[config.mk]
export PLATFORM = sky130hd
export DESIGN_NAME = cdb_arbiter_flat
export DESIGN_NICKNAME = d
export VERILOG_FILES = /design/src/rtl/cdb_arbiter_pkg.sv /design/src/rtl/cdb_arbiter_if.sv /design/src/rtl/cdb_arbiter_rr_pick.sv /design/src/rtl/cdb_arbiter.sv /design/src/flat_wrapper.sv
export SDC_FILE = /design/constraint.sdc
export NUM_CORES = 1
export LEC_CHECK = 0
export ABC_AREA = 1
export CAP_MARGIN = 20
export CORE_ASPECT_RATIO = 1.75
export CORE_UTILIZATION = 55
export CTS_CLUSTER_DIAMETER = 40
export CTS_CLUSTER_SIZE = 25
export DETAILED_ROUTE_END_ITERATION = 10
export PLACE_DENSITY = 0.79
export SYNTH_ARGS = -nofsm -noshare
export SYNTH_HDL_FRONTEND = slang
export SYNTH_HIERARCHICAL = 1
export SYNTH_SLANG_ARGS = --single-unit
[constraint.sdc]
create_clock -name clock -period 9 [get_ports clock]
set_clock_uncertainty 0.1 [all_clocks]
set_input_delay 0.9 -clock clock [delete_from_list [all_inputs] [get_ports clock]]
set_output_delay 0.9 -clock clock [all_outputs]
set_load 0.03 [all_outputs]
[src/rtl/cdb_arbiter_pkg.sv]
// sys_defs: shared FU layout, CDB width and helpers for the completion arbiter
`ifndef N
`define N 2
`endif
`ifndef LOAD_BUFFER_SZ
`define LOAD_BUFFER_SZ 2
`endif
`ifndef NUM_FU_MULT
`define NUM_FU_MULT 2
`endif
`ifndef NUM_FU_ALU
`define NUM_FU_ALU 2
`endif
`ifndef NUM_FU_BRANCH
`define NUM_FU_BRANCH 1
`endif
`ifndef NUM_FU_TOTAL
`define NUM_FU_TOTAL (`LOAD_BUFFER_SZ + `NUM_FU_MULT + `NUM_FU_ALU + `NUM_FU_BRANCH)
`endif
package sys_defs;
   localparam int N = `N;
   localparam int NUM_FU_TOTAL = `NUM_FU_TOTAL;
   localparam int LOAD_BASE = 0;
   localparam int MULT_BASE = LOAD_BASE + `LOAD_BUFFER_SZ;
   localparam int ALU_BASE = MULT_BASE + `NUM_FU_MULT;
   localparam int BRANCH_BASE = ALU_BASE + `NUM_FU_ALU;
   localparam int LANE_W = $clog2(N + 1);
   localparam int PTR_W = $clog2(NUM_FU_TOTAL);
   typedef logic [NUM_FU_TOTAL-1:0] fu_vec_t;
   // ALU and branch units are single-cycle and cannot hold a result, so they never stall
   localparam fu_vec_t FIXED_FU_MASK = fu_vec_t'(((1 << (`NUM_FU_ALU + `NUM_FU_BRANCH)) - 1) << ALU_BASE);
   function automatic int popcount(input fu_vec_t v);
      int c;
      c = 0;
      for (int i = 0; i < NUM_FU_TOTAL; i++) c += int'(v[i]);
      return c;
   endfunction
endpackage

[src/rtl/cdb_arbiter_if.sv]
// cdb_arbiter_if: FU request / CDB lane grant bundle between FUs and the arbiter
interface cdb_arbiter_if import sys_defs::*; ();
   fu_vec_t fu_req;
   logic [N-1:0][NUM_FU_TOTAL-1:0] complete_gnt_bus;
   fu_vec_t fu_gnt;
   logic [LANE_W-1:0] lanes_used;
   logic starve_active;
   logic fixed_overflow;
   modport master (input fu_req, output complete_gnt_bus, fu_gnt, lanes_used, starve_active, fixed_overflow);
   modport slave (output fu_req, input complete_gnt_bus, fu_gnt, lanes_used, starve_active, fixed_overflow);
endinterface

[src/rtl/cdb_arbiter_rr_pick.sv]
// rr_pick: up to min(K, lim) one-hot picks from req, scanning from ptr with wraparound
module rr_pick #(
   parameter int W = 8,
   parameter int K = 2,
   localparam int PW = $clog2(W),
   localparam int CW = $clog2(K + 1)
) (
   input logic [W-1:0] req,
   input logic [PW-1:0] ptr,
   input logic [CW-1:0] lim,
   output logic [K-1:0][W-1:0] pick,
   output logic [CW-1:0] cnt,
   output logic [PW-1:0] nxt
);
   logic [W-1:0] rot;
   logic [K-1:0][W-1:0] rpick;
   logic [2*W-1:0] dbl;
   logic [PW:0] sum;
   // work in the rotated domain (bit i = req[ptr+i]) so the scan is a plain priority loop
   always_comb begin
      rot = W'({req, req} >> ptr);
      rpick = '0;
      cnt = '0;
      nxt = ptr;
      sum = '0;
      dbl = '0;
      pick = '0;
      for (int i = 0; i < W; i++)
         if (rot[i] && cnt < lim && cnt < CW'(K)) begin
            for (int k = 0; k < K; k++) if (cnt == CW'(k)) rpick[k][i] = 1'b1;
            cnt = cnt + CW'(1);
            sum = {1'b0, ptr} + (PW + 1)'(i + 1);
            nxt = PW'(sum >= (PW + 1)'(W) ? sum - (PW + 1)'(W) : sum);
         end
      for (int k = 0; k < K; k++) begin
         dbl = {rpick[k], rpick[k]} << ptr;
         pick[k] = dbl[2*W-1:W];
      end
   end
endmodule

[src/rtl/cdb_arbiter.sv]
// cdb_arbiter: packs FU results onto N CDB lanes; fixed FUs first, then starved, then round-robin
module cdb_arbiter import sys_defs::*; #(
   parameter int STARVE_LIMIT = 4
) (
   input logic clock,
   input logic reset,
   cdb_arbiter_if.master bus
);
   localparam int AW = $clog2(STARVE_LIMIT + 1);
   logic [PTR_W-1:0] rr_ptr, rr_nxt;
   logic [AW-1:0] age [NUM_FU_TOTAL];
   logic fixed_overflow;
   fu_vec_t req, fixed, aged, starved, rest, gnt, ph;
   logic [N-1:0][NUM_FU_TOTAL-1:0] lane_ab, lane, pick;
   logic [LANE_W-1:0] used_ab, lim, cnt_c;
   assign req = bus.fu_req;
   assign fixed = req & FIXED_FU_MASK;
   always_comb begin
      aged = '0;
      for (int i = 0; i < NUM_FU_TOTAL; i++) aged[i] = ~FIXED_FU_MASK[i] & (age[i] >= AW'(STARVE_LIMIT));
   end
   assign starved = req & aged;
   assign rest = req & ~FIXED_FU_MASK & ~starved;
   // pass 0 packs fixed requests, pass 1 packs starved ones behind them
   always_comb begin
      lane_ab = '0;
      used_ab = '0;
      ph = '0;
      for (int p = 0; p < 2; p++) begin
         ph = p == 0 ? fixed : starved;
         for (int i = 0; i < NUM_FU_TOTAL; i++)
            if (ph[i] && used_ab < LANE_W'(N)) begin
               for (int k = 0; k < N; k++) if (used_ab == LANE_W'(k)) lane_ab[k][i] = 1'b1;
               used_ab = used_ab + LANE_W'(1);
            end
      end
   end
   assign lim = LANE_W'(N) - used_ab;
   rr_pick #(.W(NUM_FU_TOTAL), .K(N)) u_pick (
      .req(rest),
      .ptr(rr_ptr),
      .lim(lim),
      .pick(pick),
      .cnt(cnt_c),
      .nxt(rr_nxt)
   );
   always_comb begin
      lane = lane_ab;
      gnt = '0;
      for (int k = 0; k < N; k++)
         for (int j = 0; j < N; j++)
            if (int'(used_ab) + j == k) lane[k] = lane[k] | pick[j];
      for (int k = 0; k < N; k++) gnt = gnt | lane[k];
   end
   assign bus.complete_gnt_bus = reset ? '0 : lane;
   assign bus.fu_gnt = reset ? '0 : gnt;
   assign bus.lanes_used = reset ? '0 : used_ab + cnt_c;
   assign bus.starve_active = ~reset & (|aged);
   assign bus.fixed_overflow = fixed_overflow;
   always_ff @(posedge clock)
      if (reset) begin
         rr_ptr <= '0;
         fixed_overflow <= 1'b0;
         for (int i = 0; i < NUM_FU_TOTAL; i++) age[i] <= '0;
      end else begin
         rr_ptr <= rr_nxt;
         fixed_overflow <= fixed_overflow | (popcount(fixed) > N);
         for (int i = 0; i < NUM_FU_TOTAL; i++)
            age[i] <= (req[i] && !gnt[i] && !FIXED_FU_MASK[i]) ? (age[i] == AW'(STARVE_LIMIT) ? age[i] : age[i] + AW'(1)) : '0;
      end
endmodule

[src/flat_wrapper.sv]
// flat-port wrapper written by rule: the top's interface ports become plain ports
module cdb_arbiter_flat import sys_defs::*;
#(
   parameter int STARVE_LIMIT = 4
)
  (clock, reset, bus_fu_req, bus_complete_gnt_bus, bus_fu_gnt, bus_lanes_used, bus_starve_active, bus_fixed_overflow);
  cdb_arbiter_if bus_i ();
  input logic clock;
  input logic reset;
  input wire logic [$bits(bus_i.fu_req)-1:0] bus_fu_req;
  output wire logic [$bits(bus_i.complete_gnt_bus)-1:0] bus_complete_gnt_bus;
  output wire logic [$bits(bus_i.fu_gnt)-1:0] bus_fu_gnt;
  output wire logic [$bits(bus_i.lanes_used)-1:0] bus_lanes_used;
  output wire logic [$bits(bus_i.starve_active)-1:0] bus_starve_active;
  output wire logic [$bits(bus_i.fixed_overflow)-1:0] bus_fixed_overflow;
  assign bus_i.fu_req = bus_fu_req;
  assign bus_complete_gnt_bus = bus_i.complete_gnt_bus;
  assign bus_fu_gnt = bus_i.fu_gnt;
  assign bus_lanes_used = bus_i.lanes_used;
  assign bus_starve_active = bus_i.starve_active;
  assign bus_fixed_overflow = bus_i.fixed_overflow;
  cdb_arbiter #(.STARVE_LIMIT(STARVE_LIMIT)) u_core (.clock(clock), .reset(reset), .bus(bus_i));
endmodule
Word-level counts from Yosys, hierarchy flattened:

Memory sizes are Yosys's and may differ from the RTL's.
Index checks and enable logic that the tools add are counted.

* memories: 1
* register bits after elaboration: 4
* bits in writable memories: 21
* input bits: 9
* word-level logic and storage cells: 284

* equality and inequality tests: 21
* $add $sub $neg: 38
* bitwise gates (word level): 18
* muxes and demuxes: 118
* shift-type cells: 3
* magnitude comparators: 34
* reductions and logical operators: 49

Memories
* u_core.age: words 7, bits a word 3, rd ports 4, clocked after Yosys merged registers in 0, wr ports 7, RTL line cdb_arbiter.sv:11 `logic [AW-1:0] age [NUM_FU_TOTAL];`

Operators by type and width (number)
* 3-bit two-way mux: 29
* 1-bit two-way mux: 67
* 32-bit zero test: 2
* 7-bit two-way mux: 5
* 7-bit bitwise OR: 5
* 32-bit by 2-bit adder with 32-bit output: 1
* 32-bit by 2-bit equality test with 1-bit output (second input constant): 1
* 32-bit by 3-bit greater-than comparator with 1-bit output (second input constant): 1
* 2-bit two-way mux: 16
* 2-bit zero test: 15
* 4-bit by 3-bit >= comparator with 1-bit output (second input constant): 7
* 14-bit by 3-bit left shift with 14-bit output: 2
* 2-bit by 1-bit adder with 2-bit output (second input constant): 13
* 2-bit by 1-bit equality test with 1-bit output (second input constant): 13
* 1-bit logical AND: 26
* 2-bit < comparator (second input constant): 13
* 3-bit subtractor (second input constant): 7
* 3-bit by 3-bit adder with 4-bit output (second input constant): 4
* 14-bit two-way mux: 1
* 14-bit by 3-bit right shift with 7-bit output: 1
* 3-bit by 1-bit adder with 3-bit output (second input constant): 4
* 3-bit equality test (second input constant): 4
* 3-bit >= comparator (second input constant): 4
* 2-bit < comparator: 5
* 21 further kinds: 35

Depth between registers and ports, before layout:

* word-level depth: 66
* depth in mapped cells: 57

Cells and area by module:

The synthesis kept the hierarchy.

Modules (own cells, without submodules)
* rr_pick: cells each 347, seq. area each 0.0 um^2, instances 1, area each 2045.7 um^2
* cdb_arbiter: cells each 323, seq. area each 320.3 um^2, instances 1, area each 1958.1 um^2

Worst setup path after synthesis:

No wires, ideal clock.

* path kind: input to output
* start: in bus_fu_req[4]
* end: out bus_lanes_used[1]
* arrival: 8.228 ns
* stages: 50
* path slack: -0.228 ns
* required time: 8.000 ns
* buffers on the path: 0
* cells stage by stage: inv_1 > ha_1 > inv_1 > nand2_1 > nand2_2 > nand2_1 > nand2_1 > nand2_1 > nand2_1 > inv_1 > nor2_2 > nand2_1 > nand2_2 > nand3_2 > nand2_4 > clkinv_2 > o21ai_0 > nor2_1 > [14 not listed] > ha_1 > nand3_1 > nand2_1 > ha_1 > a211o_1 > nor2_2 > nand3_1 > nand2_2 > ha_1 > a21oi_1 > o21ai_0 > nor2_4 > nand2_2 > xor2_1 > ha_1 > xor2_1 > o21ai_0 > a21oi_1

* word-level cells in the longest chain between the ends: 58

Ends and longest elaborated chain
* from (decl): RTL line flat_wrapper.sv:10 `input wire logic [$bits(bus_i.fu_req)-1:0] bus_fu_req;`
* 1-bit two-way mux: RTL line cdb_arbiter.sv:32 `if (ph[i] && used_ab < LANE_W'(N)) begin`
* 1-bit by 2-bit < comparator with 1-bit output: RTL line cdb_arbiter.sv:32
* 1-bit logical AND: RTL line cdb_arbiter.sv:32
* 2-bit two-way mux: RTL line cdb_arbiter.sv:32
* 2-bit < comparator: RTL line cdb_arbiter.sv:32
* 1-bit logical AND: RTL line cdb_arbiter.sv:32
* 2-bit two-way mux: RTL line cdb_arbiter.sv:32
* 2-bit < comparator: RTL line cdb_arbiter.sv:32
* [21 not listed]
* named net u_core.lim[0]: RTL line cdb_arbiter.sv:15 `logic [LANE_W-1:0] used_ab, lim, cnt_c;`
* [20 not listed]
* 1-bit logical AND (2 in a row): RTL line cdb_arbiter_rr_pick.sv:29 `if (rot[i] && cnt < lim && cnt < CW'(K)) begin`
* 2-bit two-way mux: RTL line cdb_arbiter_rr_pick.sv:29
* 2-bit < comparator: RTL line cdb_arbiter_rr_pick.sv:29
* 1-bit logical AND (2 in a row): RTL line cdb_arbiter_rr_pick.sv:29
* 2-bit two-way mux *: RTL line cdb_arbiter_rr_pick.sv:29
* named net u_core.cnt_c[0]: RTL line cdb_arbiter.sv:15
* 2-bit adder *: RTL line cdb_arbiter.sv:57 `assign bus.lanes_used = reset ? '0 : used_ab + cnt_c;`
* 2-bit two-way mux *: RTL line cdb_arbiter.sv:57
* to (decl): RTL line flat_wrapper.sv:13 `output wire logic [$bits(bus_i.lanes_used)-1:0] bus_lanes_used;`

The timed path passes the listed nets; every way through them passes the cells marked *.

==> metrics <==
Avg WL per Cell 16.1 um; Final Worst Setup Slack 0.270 ns; chip width 66.5 um; IO Count 34; Clock Latency Late Sink 0.26 ns; Yosys cell types 49; placed instance count 840; most used cell, CP nand2_2; clock root buffer clkbuf_16; CP Data Required Time 8.00 ns; WP buf/inv 12; sequential standard cell area 320 sq um; most frequent cells in the layout nand2_1, buf_4, inv_1; TritonCTS clock tree yes; hold_buf cts 0; Design Area, Final 5200 sq um; commonest non-fill, non-tap cell in the layout nand2_1; initial DRC count 368; Synth Instances 670; Residual DRC 0; final RePlAce weighted congestion 1.06; final worst path period need 8.73 ns; placed cell areas 4780 sq um; maximum buffer depth of the clock tree 2; Hold Path Class flip-flop to flip-flop; clk slew on worst S/H paths 0.06 ns; synthesized flop and latch total 16; core region area 6960 sq um; multi-input logic area 3440 sq um; worst slew pin tran 0.754 ns; Total Routed Length 13.7 mm; CP Capture Type output port; max_slew headroom 0.496; Core Util, Final 0.748; layout cells sized above 1 0.324; number of global-route vias before repair 4790; Setup CP Type input port to output port; detailed-route via count 4914; area grow syn2layout 30.0%; Placement Setup Slack -0.436 ns; Final setup viols 0; largest net degree at the start of global routing 31; Max Cap Viol 0; CP delay by family, top simple AND/OR/NAND/NOR gates; slowest stage delay, CP 0.29 ns; Max Freq 115 MHz; number of buffers created by CTS 3; CTS HTree Levels 1; FILL cells 560; Hold Fails Final Rpt 0; starting density of the core 0.576; synthesized area per cell 5.98 sq um; initial antenna violation count 0; num rows 40; Sink Count 16; n_diodes 0; die extent in y 115 um; synth warn 6; post-DR vias/cell 5.78; crit path max fanout 4; outcome finished clean; Die Area 7640 sq um; Pre-antenna DRT Iters 6; PortBufs 33; Nets 817; Final ANT Viol Nets 0; first-pass GRT wire length 20.6 mm; Worst path slowest cell ha_1; GRT Total Usage 0.356; Worst EP arrival 7.73 ns; sequential fraction of the synthesis area 0.0800; startpoint types input port; Final period util 0.970; global route total overflow 0; Final Instance Count excl. Fillers 850; dpl hpwl 10.2 mm; Mapped Area 4000 sq um; max-slew violation count 0
timing repair:
item,4_1_cts,5_1_grt
gates resized for setup,15,61
setup buffers,0,6
endpoints found under the setup margin,15,23
pin swaps,3,28
synthesized netlist by cell type, drive strengths merged:
master   count  share of area
a211oi       2         0.0050
nand3       97           0.14
a211o        1         0.0022
ha          39           0.12
o21ai       46          0.057
xnor2        1         0.0022
nand4        6          0.019
xor2        12          0.026
o2111ai      2         0.0044
a21oi       20          0.032
o21bai       2         0.0037
o211ai       9          0.017
fa           2          0.010
dfxtp       16          0.080
a31oi        4         0.0062
o22ai        1         0.0016
buf         18          0.035
nor3        12          0.015
and2         1         0.0016
conb         1        0.00094
clkbuf       2         0.0019
nand3b       2         0.0037
inv         99          0.093
clkinv       3         0.0034
o311ai       1         0.0022
or2          3         0.0047
nand2      212           0.24
nor2        53          0.060
mux2i        3         0.0075
metrics by stage:
step	hold WS, ns	TNS (ns)
6_report	0.376	0
5_1_grt	0.439	-1.36
4_1_cts	0.386	0
3_5_place_dp	0.372	-1.14
3_3_place_gp	0.351	-0.203
2_1_floorplan	0.460	0
sequential cells by signal (all words and copies together) (netlist names):
| name | count |
|---|---|
| u_core/age | 12 |
| u_core/bus.fixed_overflow | 1 |
| u_core/rr_ptr | 3 |
worst paths after layout:
kind	to	slack (ns)	from	cells past startpoint
setup / recovery	bus_fu_gnt[2]	0.27	bus_fu_req[4]	58
hold / removal	u_core/bus.fixed_overflow	0.38	u_core/bus.fixed_overflow	2
setup reg to reg	u_core/age[0][4]	2.22	u_core/age[0][2]	51
hold reg to reg	u_core/bus.fixed_overflow	0.38	u_core/bus.fixed_overflow	2
layout make-up:
| class | count | share of cell area |
|---|---|---|
| Tap cell | 84 | 0.0202 |
| Inverter | 102 | 0.0755 |
| Timing Repair Buffer | 107 | 0.165 |
| Clock buffer | 4 | 0.0171 |
| Multi-Input combinational cell | 537 | 0.660 |
| Sequential cell | 16 | 0.0615 |
worst min-delay path, delay by kind of cell (launching register included):
kind | cells | cell delay (ns)
DFF | 1 | 0.33
and+or+nand+nor | 2 | 0.12
kinds of logic after synthesis:
logic type,count (synthesis),synth area share
buf+inv,122,0.134
fa+ha+maj,41,0.132
flops,16,0.0800
simple gates,386,0.486
other cells,1,0.000937
xor+xnor,13,0.0284
compound gates,88,0.131
mux,3,0.00750
routing by layer:
metal	track usage	share of wire
met2	0.675	0.53
met5	0	0
met1	0.283	0.33
met3	0.0823	0.060
met4	0.330	0.081
Power is left out: the tool's default activity adds up to more than one toggle a clock period on the data nets, which glitch-free logic cannot reach.
==> patch: new RTL, same settings <==
`STARVE_LIMIT` is set to 4 in 2 places; all go to 8.
--- a/src/rtl/cdb_arbiter.sv
+++ b/src/rtl/cdb_arbiter.sv
@@ -1,5 +1,5 @@
 // cdb_arbiter: packs FU results onto N CDB lanes; fixed FUs first, then starved, then round-robin
 module cdb_arbiter import sys_defs::*; #(
-   parameter int STARVE_LIMIT = 4
+   parameter int STARVE_LIMIT = 8
 ) (
    input logic clock,
--- a/src/flat_wrapper.sv
+++ b/src/flat_wrapper.sv
@@ -2,5 +2,5 @@
 module cdb_arbiter_flat import sys_defs::*;
 #(
-   parameter int STARVE_LIMIT = 4
+   parameter int STARVE_LIMIT = 8
 )
   (clock, reset, bus_fu_req, bus_complete_gnt_bus, bus_fu_gnt, bus_lanes_used, bus_starve_active, bus_fixed_overflow);
Check against the original RTL: not equivalent (a bounded check fails within 10 cycles, from zero or initial values and one cycle with reset high).
==> patch against the unedited design <==
- sequential share of layout area increased by 1.8 points
- sequential cell count grew 4
- area after synthesis up 3.3%
- register-to-register slack better by 0.06 ns
- cell area shrank 3.4%
- worst setup slack improved by 0.19 ns
- wire length decreased by 14%
- largest cell class unchanged
- highest routed layer unchanged
Power is not shown: default switching activity piles up to over one toggle a cycle in this logic, so the estimate is an artifact.
==> patch: results <==
[status]
outcome = finished clean

[finish]
top_register = u_core/age
fin_cells = 851
drive_gt1_frac = 0.255
reg_top3 = u_core/age (16), u_core/rr_ptr (3), u_core/bus.fixed_overflow (1)
final_nets = 817

[placement]
gp_congestion = 0.947
dp_hpwl_mm = 9.41
dp.cells = 844
placed_area_um2 = 4780

[grt]
grt_usage = 0.313
grt_pass1_wl_mm = 19.3
antenna_found_initial = 0
grt_pass1_vias = 4532

[yosys]
synth_cell_types = 49
synth_area_leaders = nand2_1, ha_1, nand3_1
synthTopCellsByCount = nand2_1, inv_1, nand3_1, nor2_1, ha_1
synth-async-reset-ratio = 0
seq_area_frac_synth = 0.0968
synthCells = 690
yosys_warnings = 6
synthFlopType = dfxtp_1

[critical_path]
slowest_delay_ns = 0.50
cp_slowest_cell = clkdlybuf4s50_1
crit_fanout = 7
cp.arrival_ns = 7.54

[detailed_routing]
wl_per_cell_um = 13.9
initialDrtViolationCount = 293
via_per_inst = 5.62
dr_wl_met2_mm = 6.47
met1_length_mm = 4.10
firstDrtPassIters = 5
wl_met3_um = 520

[clock_tree]
cts_max_path_buffers = 2
cts_htree_levels = 1
clk-insertion-delay-late_ns = 0.25

[sta]
max_slew.worst_pin.slew_ns = 0.808

[worst_hold_path]
hp-class = reg2reg
patch: changes by cell type in the layout (fill, tap and decap cells not counted), moves of 8 or more:
cell	change
buf_4	-20
clkbuf_2	+8
nand2_1	+17
nand3_2	-10
nor2_1	+9
xor2_1	+8
patch: layout make-up:
cell class | instances | area, µm²
repair buffers | 87 | 656
well taps | 86 | 108
clock buffers | 3 | 75.1
flip-flops and latches | 20 | 400
multi-input cells | 558 | 3420
fillers | 691 | 2200
inverters | 97 | 367
patch: stage by stage:
stage / TNS (ns) / hold slack [ns] / worst slack (ns)
final: 0 / 0.404 / 0.459
after global placement: -0.618 / 0.353 / -0.171
after detailed placement: -1.88 / 0.372 / -0.353
after global routing: -0.0729 / 0.441 / -0.0408
after CTS: 0 / 0.391 / 0.0207
after floorplan: 0 / 0.422 / 0.109
patch: cell families (layout without fill, tap and decap cells):
family / count (synthesis) / after routing / synth area share
fa+ha+maj: 41 / 41 / 0.128
mux: 3 / 3 / 0.00726
other cells: 1 / 6 / 0.000907
compound gates: 82 / 82 / 0.118
xor+xnor: 21 / 21 / 0.0445
flops: 20 / 20 / 0.0968
simple gates: 405 / 405 / 0.482
buf+inv: 117 / 187 / 0.123
patch: worst paths after layout:
check             cells past startpoint                                    to                                  from  slack [ns]
setup / recovery                     52                     bus_lanes_used[1]                         bus_fu_req[0]        0.46
hold / removal                        2  u_core/bus.fixed_overflow$_SDFF_PP0_  u_core/bus.fixed_overflow$_SDFF_PP0_        0.40
setup reg to reg                     53         u_core/age[0][8]$_SDFFE_PP0N_         u_core/age[0][3]$_SDFFE_PP0N_        2.28
hold reg to reg                       2  u_core/bus.fixed_overflow$_SDFF_PP0_  u_core/bus.fixed_overflow$_SDFF_PP0_        0.40
patch: critical path: cells and delay by family:
family,cells,cell delay [ns]
XOR/XNOR,2,0.32
AND/OR/NAND/NOR,26,2.37
buffers and inverters,9,1.36
AO/OA/AOI/OAI,9,1.29
adder cells (fa/ha/maj),6,1.30
patch: per-layer routing:
layer | GRT usage | vias to the layer above
li1 | - | 2375
met1 | 0.293 | 2190
met2 | 0.599 | 165
met3 | 0.0332 | 51
met4 | 0.216 | 0
met5 | 0 | -
patch: what timing repair did:
| action | 4_1_cts | 5_1_grt |
|---|---|---|
| gates resized for setup | 12 | 62 |
| pin swaps | 4 | 19 |
| setup buffers | 0 | 4 |
| endpoints found under the hold margin | 0 | 0 |
| setup endpoints to repair | 10 | 23 |
